[config.mk]
export PLATFORM = sky130hd
export DESIGN_NAME = fl_load_sequencer
export DESIGN_NICKNAME = d
export VERILOG_FILES = /design/src/rtl/qracc_pkg.sv /design/src/rtl/fl_load_sequencer.sv
export SDC_FILE = /design/constraint.sdc
export NUM_CORES = 1
export LEC_CHECK = 0
export CAP_MARGIN = 15
export CORE_AREA = 5 5 224 226
export DETAILED_ROUTE_END_ITERATION = 12
export DIE_AREA = 0 0 229 231
export PLACE_DENSITY = 0.68
export REMOVE_ABC_BUFFERS = 1
export SLEW_MARGIN = 25
export SYNTH_ARGS = -nofsm -noshare
export SYNTH_HDL_FRONTEND = slang
export SYNTH_SLANG_ARGS = --single-unit
[constraint.sdc]
create_clock -name clk -period 11.05 [get_ports clk]
set_clock_uncertainty 0.2 [all_clocks]
set_input_delay 2.7625 -clock clk [delete_from_list [all_inputs] [get_ports clk]]
set_output_delay 2.7625 -clock clk [all_outputs]
set_load 0.02 [all_outputs]
[src/rtl/qracc_pkg.sv]
// Shared types for the QRAcc feature-loader datapath.
package qracc_pkg;

  typedef enum logic [2:0] {
    IDLE  = 3'd0,
    REQ   = 3'd1,
    WAIT  = 3'd2,
    WRITE = 3'd3,
    DONE  = 3'd4
  } fl_seq_state_t;

  localparam int FL_MASK_W = 10;

endpackage

[src/rtl/fl_load_sequencer.sv]
// Streams ceil(N/CHUNK) activation-memory words into the feature-loader
// regfile, one request/response/write per chunk, then publishes the N window.
module fl_load_sequencer
  import qracc_pkg::*;
#(
  parameter int inputWidth   = 256,
  parameter int elementWidth = 8,
  parameter int numElements  = 128,
  parameter int addrWidth    = 8,
  parameter int memAddrWidth = 16
) (
  input  logic                    clk,
  input  logic                    rst,
  input  logic                    start_i,
  input  logic [memAddrWidth-1:0] mem_base_i,
  input  logic [addrWidth:0]      fl_count_i,
  output logic                    mem_req_o,
  output logic [memAddrWidth-1:0] mem_addr_o,
  input  logic                    mem_ready_i,
  input  logic                    mem_rvalid_i,
  input  logic [inputWidth-1:0]   mem_rdata_i,
  output logic                    fl_wr_en_o,
  output logic [addrWidth-1:0]    fl_addr_o,
  output logic [inputWidth-1:0]   fl_data_o,
  output logic [FL_MASK_W-1:0]    mask_start_o,
  output logic [FL_MASK_W-1:0]    mask_end_o,
  output logic                    busy_o,
  output logic                    done_o,
  output logic                    err_o
);

  localparam int CHUNK = inputWidth / elementWidth;
  localparam logic [addrWidth:0] NUM_E = (addrWidth+1)'(numElements);

  generate
    if (numElements % CHUNK != 0) begin : g_bad_depth
      $error("fl_load_sequencer: numElements must be a multiple of CHUNK");
    end
  endgenerate

  fl_seq_state_t             state_q, state_d;
  logic [memAddrWidth-1:0]   base_q, base_d;
  logic [addrWidth:0]        n_q, n_d;
  logic [addrWidth-1:0]      k_q, k_d;
  logic [inputWidth-1:0]     data_q, data_d;
  logic [FL_MASK_W-1:0]      mstart_q, mstart_d, mend_q, mend_d;
  logic                      err_q, err_d;
  logic [addrWidth:0]        n_clamp;
  logic [31:0]               chunk_end;
  logic                      last_chunk;
  logic                      start_acc;

  assign start_acc  = (state_q == IDLE) && start_i;
  assign n_clamp    = (fl_count_i > NUM_E) ? NUM_E : fl_count_i;
  // Last chunk once this chunk's end element reaches N; the tail past N
  // is still written and later hidden by the mask.
  assign chunk_end  = (32'(k_q) + 32'd1) * 32'(CHUNK);
  assign last_chunk = chunk_end >= 32'(n_q);

  always_comb begin
    state_d  = state_q;
    base_d   = base_q;
    n_d      = n_q;
    k_d      = k_q;
    data_d   = data_q;
    mstart_d = mstart_q;
    mend_d   = mend_q;
    err_d    = err_q;
    case (state_q)
      IDLE: begin
        if (start_acc) begin
          base_d  = mem_base_i;
          n_d     = n_clamp;
          k_d     = '0;
          err_d   = 1'b0;
          state_d = (n_clamp == '0) ? DONE : REQ;
        end
      end
      REQ:   if (mem_ready_i) state_d = WAIT;
      WAIT: begin
        if (mem_rvalid_i) begin
          data_d  = mem_rdata_i;
          state_d = WRITE;
        end
      end
      WRITE: begin
        if (last_chunk) begin
          state_d = DONE;
        end else begin
          k_d     = k_q + 1'b1;
          state_d = REQ;
        end
      end
      DONE: begin
        mstart_d = '0;
        mend_d   = FL_MASK_W'(n_q);
        state_d  = IDLE;
      end
      default: state_d = IDLE;
    endcase
    // A response with no outstanding request is a protocol violation.
    if (mem_rvalid_i && (state_q != WAIT)) err_d = 1'b1;
  end

  always_ff @(posedge clk or posedge rst) begin
    if (rst) begin
      state_q  <= IDLE;
      base_q   <= '0;
      n_q      <= '0;
      k_q      <= '0;
      data_q   <= '0;
      mstart_q <= '0;
      mend_q   <= '0;
      err_q    <= 1'b0;
    end else begin
      state_q  <= state_d;
      base_q   <= base_d;
      n_q      <= n_d;
      k_q      <= k_d;
      data_q   <= data_d;
      mstart_q <= mstart_d;
      mend_q   <= mend_d;
      err_q    <= err_d;
    end
  end

`ifdef TRACK_STATISTICS
  logic [31:0] stat_loads_q;
  always_ff @(posedge clk or posedge rst) begin
    if (rst)            stat_loads_q <= '0;
    else if (start_acc) stat_loads_q <= stat_loads_q + 32'd1;
  end
`endif

  assign mem_req_o    = (state_q == REQ);
  assign mem_addr_o   = mem_req_o ? (base_q + memAddrWidth'(k_q)) : '0;
  assign fl_wr_en_o   = (state_q == WRITE);
  assign fl_addr_o    = fl_wr_en_o ? addrWidth'(32'(k_q) * 32'(CHUNK)) : '0;
  assign fl_data_o    = data_q;
  assign mask_start_o = mstart_q;
  assign mask_end_o   = mend_q;
  assign busy_o       = (state_q != IDLE);
  assign done_o       = (state_q == DONE);
  assign err_o        = err_q;

endmodule

=== After elaboration in Yosys (flattened, before gate mapping) ===
Index checks and enable logic that the tools add are counted.
Widths: inputs -> output; s select.

* Add/subtract/negate cells: 3
* Order comparisons: 2
* Eq/ne operators: 9
* Muxes and demuxes: 15
* Reductions and logical operators: 13

{| class="wikitable"
|+ Operators by type and width
! operator !! count
|-
| $mux 8 || 3
|-
| $add 16x8->16 || 1
|-
| $mux 16 || 1
|-
| $pmux 8 s2 || 1
|-
| $mux 3 || 5
|-
| $ge 14x9->1 || 1
|-
| $pmux 3 s4 || 1
|-
| $add 8x1->9 const B || 1
|-
| $gt 9x8->1 const B || 1
|-
| $logic_not 9->1 || 1
|-
| $mux 9 || 1
|-
| $add 8x1->8 const B || 1
|-
| $eq 3x2->1 const B || 2
|-
| $ne 2x2->1 const B || 3
|-
| $reduce_and 2->1 || 3
|-
| $reduce_and 3->1 || 2
|-
| $reduce_bool 2->1 || 3
|-
| $eq 3x1->1 const B || 1
|-
| $eq 3x3->1 const B || 1
|-
| $logic_not 3->1 || 1
|-
| $mux 1 || 3
|-
| $ne 3x2->1 const B || 1
|-
| $reduce_bool 3->1 || 1
|-
| $logic_and 1x1->1 || 2
|-
| $ne 2x1->1 const B || 1
|}

* Flip-flop bits (word level): 302
* Input bits: 286
* Output and inout bits: 305
* Logic and storage cells: 49

=== Depth between registers and ports, before layout ===
* Depth after elaboration: 6
* Mapped depth: 11

=== Worst setup path before layout ===
Ideal clock, no wire load.

* Kind: reg-to-output
* From: reg k_q[0]
* To: out mem_addr_o[12]
* Data arrival time: 2146 ps
* Required time: 8088 ps
* Setup slack: 5941 ps
* Cell stages (with the launch flop): 9
* Buffers on the path: 0
* Cells stage by stage: dfrtp_1 ha_1 fa_1 a21oi_1 o211ai_1 o41a_1 nand3_1 xor2_1 nor2_1

* Word-level cells in the longest chain between the ends: 2

{| class="wikitable"
|+ RTL lines
! what !! RTL line !! text
|-
| from (decl) || fl_load_sequencer.sv:44 || <nowiki>logic [addrWidth-1:0] k_q, k_d;</nowiki>
|-
| from (signal assigned) || fl_load_sequencer.sv:119 || <nowiki>k_q <= k_d;</nowiki>
|-
| $add 16x8->16 || fl_load_sequencer.sv:136 || <nowiki>assign mem_addr_o = mem_req_o ? (base_q + memAddrWidth'(k_q)) : '0;</nowiki>
|-
| $mux 16 || fl_load_sequencer.sv:136 ||
|-
| to (decl) || fl_load_sequencer.sv:18 || <nowiki>output logic [memAddrWidth-1:0] mem_addr_o,</nowiki>
|}

Every way passes these cells.

=== Worst setup path in the final report ===
* From: reg k_q[0]
* To: out mem_addr_o[14]

Same word-level chain as after synthesis.

==> impl_metrics.toml <==
[routing]
drt_wl_total_mm = 37.9
drt-pass1-iter-count = 4
met3_length_mm = 3.71
detail_route_met2_wl_mm = 18.6
vias = 8802
drc_errors = 0
count_of_nets_left_with_antenna_violations_after_detail_routing = 0
met1Wirelength_mm = 14.4
post_drt_wl_per_cell_microns = 18.5
vias_per_cell = 4.30
top_layer_used_by_detailed_routing = "met4"
detail_route.iter0.violations = 348

[yosys]
synth_sequential_area_ratio = 0.616
syn_inst = 815
synth.avg_cell_area_sq_um = 15.1
number_of_synthesized_flops_with_an_enable_pin = 0
postSynth.asyncResetShare = 1.00
ys_dominant_reg_cell = "sky130_fd_sc_hd__dfrtp_1"
yosysWarningCount = 0
yosysTopAreaCellShare = 0.616
synth.ff_latch_count = 302
synth_top_cells_by_area = "sky130_fd_sc_hd__dfrtp_1 62%, sky130_fd_sc_hd__mux2_2 19%, sky130_fd_sc_hd__mux2_1 7.3%, sky130_fd_sc_hd__buf_4 2.7%, sky130_fd_sc_hd__ha_1 1.3%"
synth_top_cell_by_area = "sky130_fd_sc_hd__dfrtp_1"
yosysUniqueCellTypes = 52
post_synth_instance_area_sq_um = 12300

[final_layout]
final_layout_size_suffix_gt1_frac = 0.198
nNetsFinal = 1695
final_core_util = 0.410
finish.instance_area_sq_um = 19700
flow.area_growth_from_synthesis_pct = 60.7

[setup_path]
cp_max_fo = 8
timing.rr.end = "fl_data_o[76]$_DFFE_PP0P_"
crit_arrival_ps = 3380
cp_num_cells = 9
reg2reg_from = "state_q[0]$_DFFE_PP0P_"
rr_worst_depth = 4
cpMaxStageDelayCell = "sky130_fd_sc_hd__clkdlybuf4s50_1"
cp-start-kind = "flip-flop"
reg2reg_slack_ps = 7870
sort_of_element_at_the_end_of_the_critical_path = "output pin"
worst_setup_path_endpoint = "mem_addr_o[14]"
timing.critical_path.max_delay_family = "compound AO/OA/AOI/OAI gates"
crit_path_start = "k_q[0]$_DFFE_PP0P_"
critical_path_buf_inv_count = 1
crit_chain = "ha_1 -> fa_1 -> a21oi_1 -> o211ai_1 -> o41a_1 -> nand3_1 -> xor2_1 -> nor2_1 -> clkdlybuf4s50_1"
timing.critical_path.required_ps = 8090
max_stage_delay_ps = 670
setup.worst_path.class = "flip-flop to output pin"

[power_and_ir_drop]
power-per-cell-area_nw_per_um2 = 302
peak_supply_drop_mv = 0.169
netSwitchingPower_mw = 2.12
p_int_mw = 3.82
reg_power_frac = 0.329
leakage_nw = 8.11
combinationalPowerShare = 0.471
p_sw_frac = 0.357
proportion_of_power_drawn_by_the_clock_network = 0.200

[floorplanning]
io_pins = 591
initial_util = 0.255
std_cell_rows = 81
overall_die_width_microns = 229
fp.coreArea_sq_um = 48100
die_height_microns = 231
fp.dieArea_sq_um = 52900

[timing]
setup_viol = 0
rsz0062_at_grt = "no"
report.final.hold_viol_count = 0
minimum_clock_period_after_layout_ps = 6340
max-slew-margin-rel = 0.336
timing.final.ws_setup_ps = 4710
min_period_over_period = 0.574
highest_clock_frequency_the_design_can_meet_mhz = 158
tightestPinTransition_ps = 996
timing_max_transition_violations_final = 0
worst_hold_margin_ps = 281

[global_routing]
global_route.usage.total = 0.138
grt_start_max_net_pins = 114
globalRouteOverflowTotal = 0
antenna_found_initial = 2
first_global_vias = 9691
first_pass_grt_wire_length_mm = 58.2

[clock_network]
ctsRootBufferMaster = "sky130_fd_sc_hd__clkbuf_16"
cts_hold_repair.buffers = 0
cts.clk_slew.worst_paths_ps = 60
post_cts.resized_instances = 0
cts_buffer_depth = 3
number_of_buffers_created_by_cts = 36
cts.sinks = 302
cts_tree = "yes"
htreeDepth = 2
clock_insertion_delay_worst_skew_ps = 520
cts_setup_buffers = 0

[place]
detailedPlacementHpwl_mm = 29.0
port-buffer-count = 574
dpl_worst_slack_ps = 5240
gpl.final_weighted_congestion = 0.814
placement.cell_area_sq_um = 18500

[job]
max_cap_viol_count = 0

[status]
status = "completed"

[hold_path]
holdCritPathClass = "flip-flop to flip-flop"
==> worst reg2reg max path, stage by stage, from the launching register on <==
cell	delay, ps
sky130_fd_sc_hd__dfrtp_1	490
sky130_fd_sc_hd__nor2_1	210
sky130_fd_sc_hd__and3_4	740
sky130_fd_sc_hd__buf_4	900
sky130_fd_sc_hd__mux2_2	530
==> area by class of cell <==
type	instances	area, sq um
Timing Repair Buffer	581	5800
Antenna cell	2	5.00
Tap cell	622	778
Fill cell	4518	28400
Inverter	15	63.8
Clock buffer	48	1020
Sequential cell	302	7560
Clock inverter	16	174
Multi-Input combinational cell	459	4330
==> cell families after synthesis <==
kind of cell	after synthesis	share of synthesized area
flip-flops	302	0.616
multiplexers	282	0.259
AND/OR/NAND/NOR	86	0.0378
buffers and inverters	69	0.0364
AO/OA/AOI/OAI	48	0.0266
adder cells (fa/ha/maj)	14	0.0149
XOR/XNOR	13	0.00928
other	1	0.000306
==> routing by layer <==
layer,GRT usage,up-vias
met5,0,-
met4,0.0464,0
met3,0.0633,66
met2,0.235,385
met1,0.155,4322
li1,-,4029
==> how the worst min path moves through the flow <==
stage                                          start                    endpoint  slack [ps]  cells past startpoint
after global placement      fl_data_o[5]$_DFFE_PP0P_    fl_data_o[5]$_DFFE_PP0P_         270                      1
final                       fl_data_o[1]$_DFFE_PP0P_    fl_data_o[1]$_DFFE_PP0P_         280                      1
after global routing      fl_data_o[155]$_DFFE_PP0P_  fl_data_o[155]$_DFFE_PP0P_         300                      1
after detailed placement   fl_data_o[16]$_DFFE_PP0P_   fl_data_o[16]$_DFFE_PP0P_         270                      1
after CTS                  fl_data_o[16]$_DFFE_PP0P_   fl_data_o[16]$_DFFE_PP0P_         290                      1
after floorplan                   n_q[1]$_DFFE_PP0P_          n_q[1]$_DFFE_PP0P_         260                      2
==> cell usage after synthesis (all sizes together), types with 7 or more instances <==
| cell type | instances |
|---|---|
| a21oi | 11 |
| and3 | 8 |
| buf | 52 |
| dfrtp | 302 |
| ha | 13 |
| inv | 15 |
| mux2 | 282 |
| nand2 | 17 |
| nand3 | 14 |
| nor2 | 20 |
| nor3 | 7 |
| o21ai | 17 |
| xnor2 | 7 |
==> stage by stage <==
step / TNS (ps) / instances / power (mW)
CTS: 0 / 2043 / 6.05
floorplan: -78050 / 776 / 3.40
detailed placement: 0 / 1979 / 4.82
global placement: 0 / 1979 / 4.75
global route: 0 / 2044 / 6.28
finish: 0 / 2045 / 5.95
==> flip-flops by register name, summed over array words and instances, names as in the netlist <==
name,flops
err_o,1
n_q,9
fl_data_o,256
state_q,3
k_q,8
mask_end_o,9
base_q,16
==> cells in the final DEF (no fill, tap or decap), types with 3 or more instances in the layout <==
master,count
sky130_fd_sc_hd__clkdlybuf4s50_1,574
sky130_fd_sc_hd__dfrtp_1,302
sky130_fd_sc_hd__mux2_2,202
sky130_fd_sc_hd__mux2_1,80
sky130_fd_sc_hd__clkbuf_16,37
sky130_fd_sc_hd__nor2_1,20
sky130_fd_sc_hd__nand2_1,17
sky130_fd_sc_hd__conb_1,16
sky130_fd_sc_hd__inv_1,14
sky130_fd_sc_hd__nand3_1,14
sky130_fd_sc_hd__o21ai_0,14
sky130_fd_sc_hd__ha_1,13
sky130_fd_sc_hd__a21oi_1,10
sky130_fd_sc_hd__xnor2_1,7
sky130_fd_sc_hd__clkinv_2,7
sky130_fd_sc_hd__buf_4,7
sky130_fd_sc_hd__xor2_1,6
sky130_fd_sc_hd__clkbuf_1,6
sky130_fd_sc_hd__nor3_1,5
sky130_fd_sc_hd__or3_1,5
sky130_fd_sc_hd__clkbuf_8,5
sky130_fd_sc_hd__and2_1,4
sky130_fd_sc_hd__and3_1,4
sky130_fd_sc_hd__a22o_1,3
sky130_fd_sc_hd__clkinvlp_4,3
sky130_fd_sc_hd__bufinv_16,3
==> power groups by stage <==
stage,Combinational (mW),Clock (mW),Sequential [mW]
2_1_floorplan,0.876,0,2.53
3_3_place_gp,2.80,0,1.95
3_5_place_dp,2.84,0,1.98
4_1_cts,2.85,1.23,1.97
5_1_grt,2.97,1.28,2.03
6_report,2.80,1.19,1.96
Note: power is estimated with default switching activity, not from simulation.
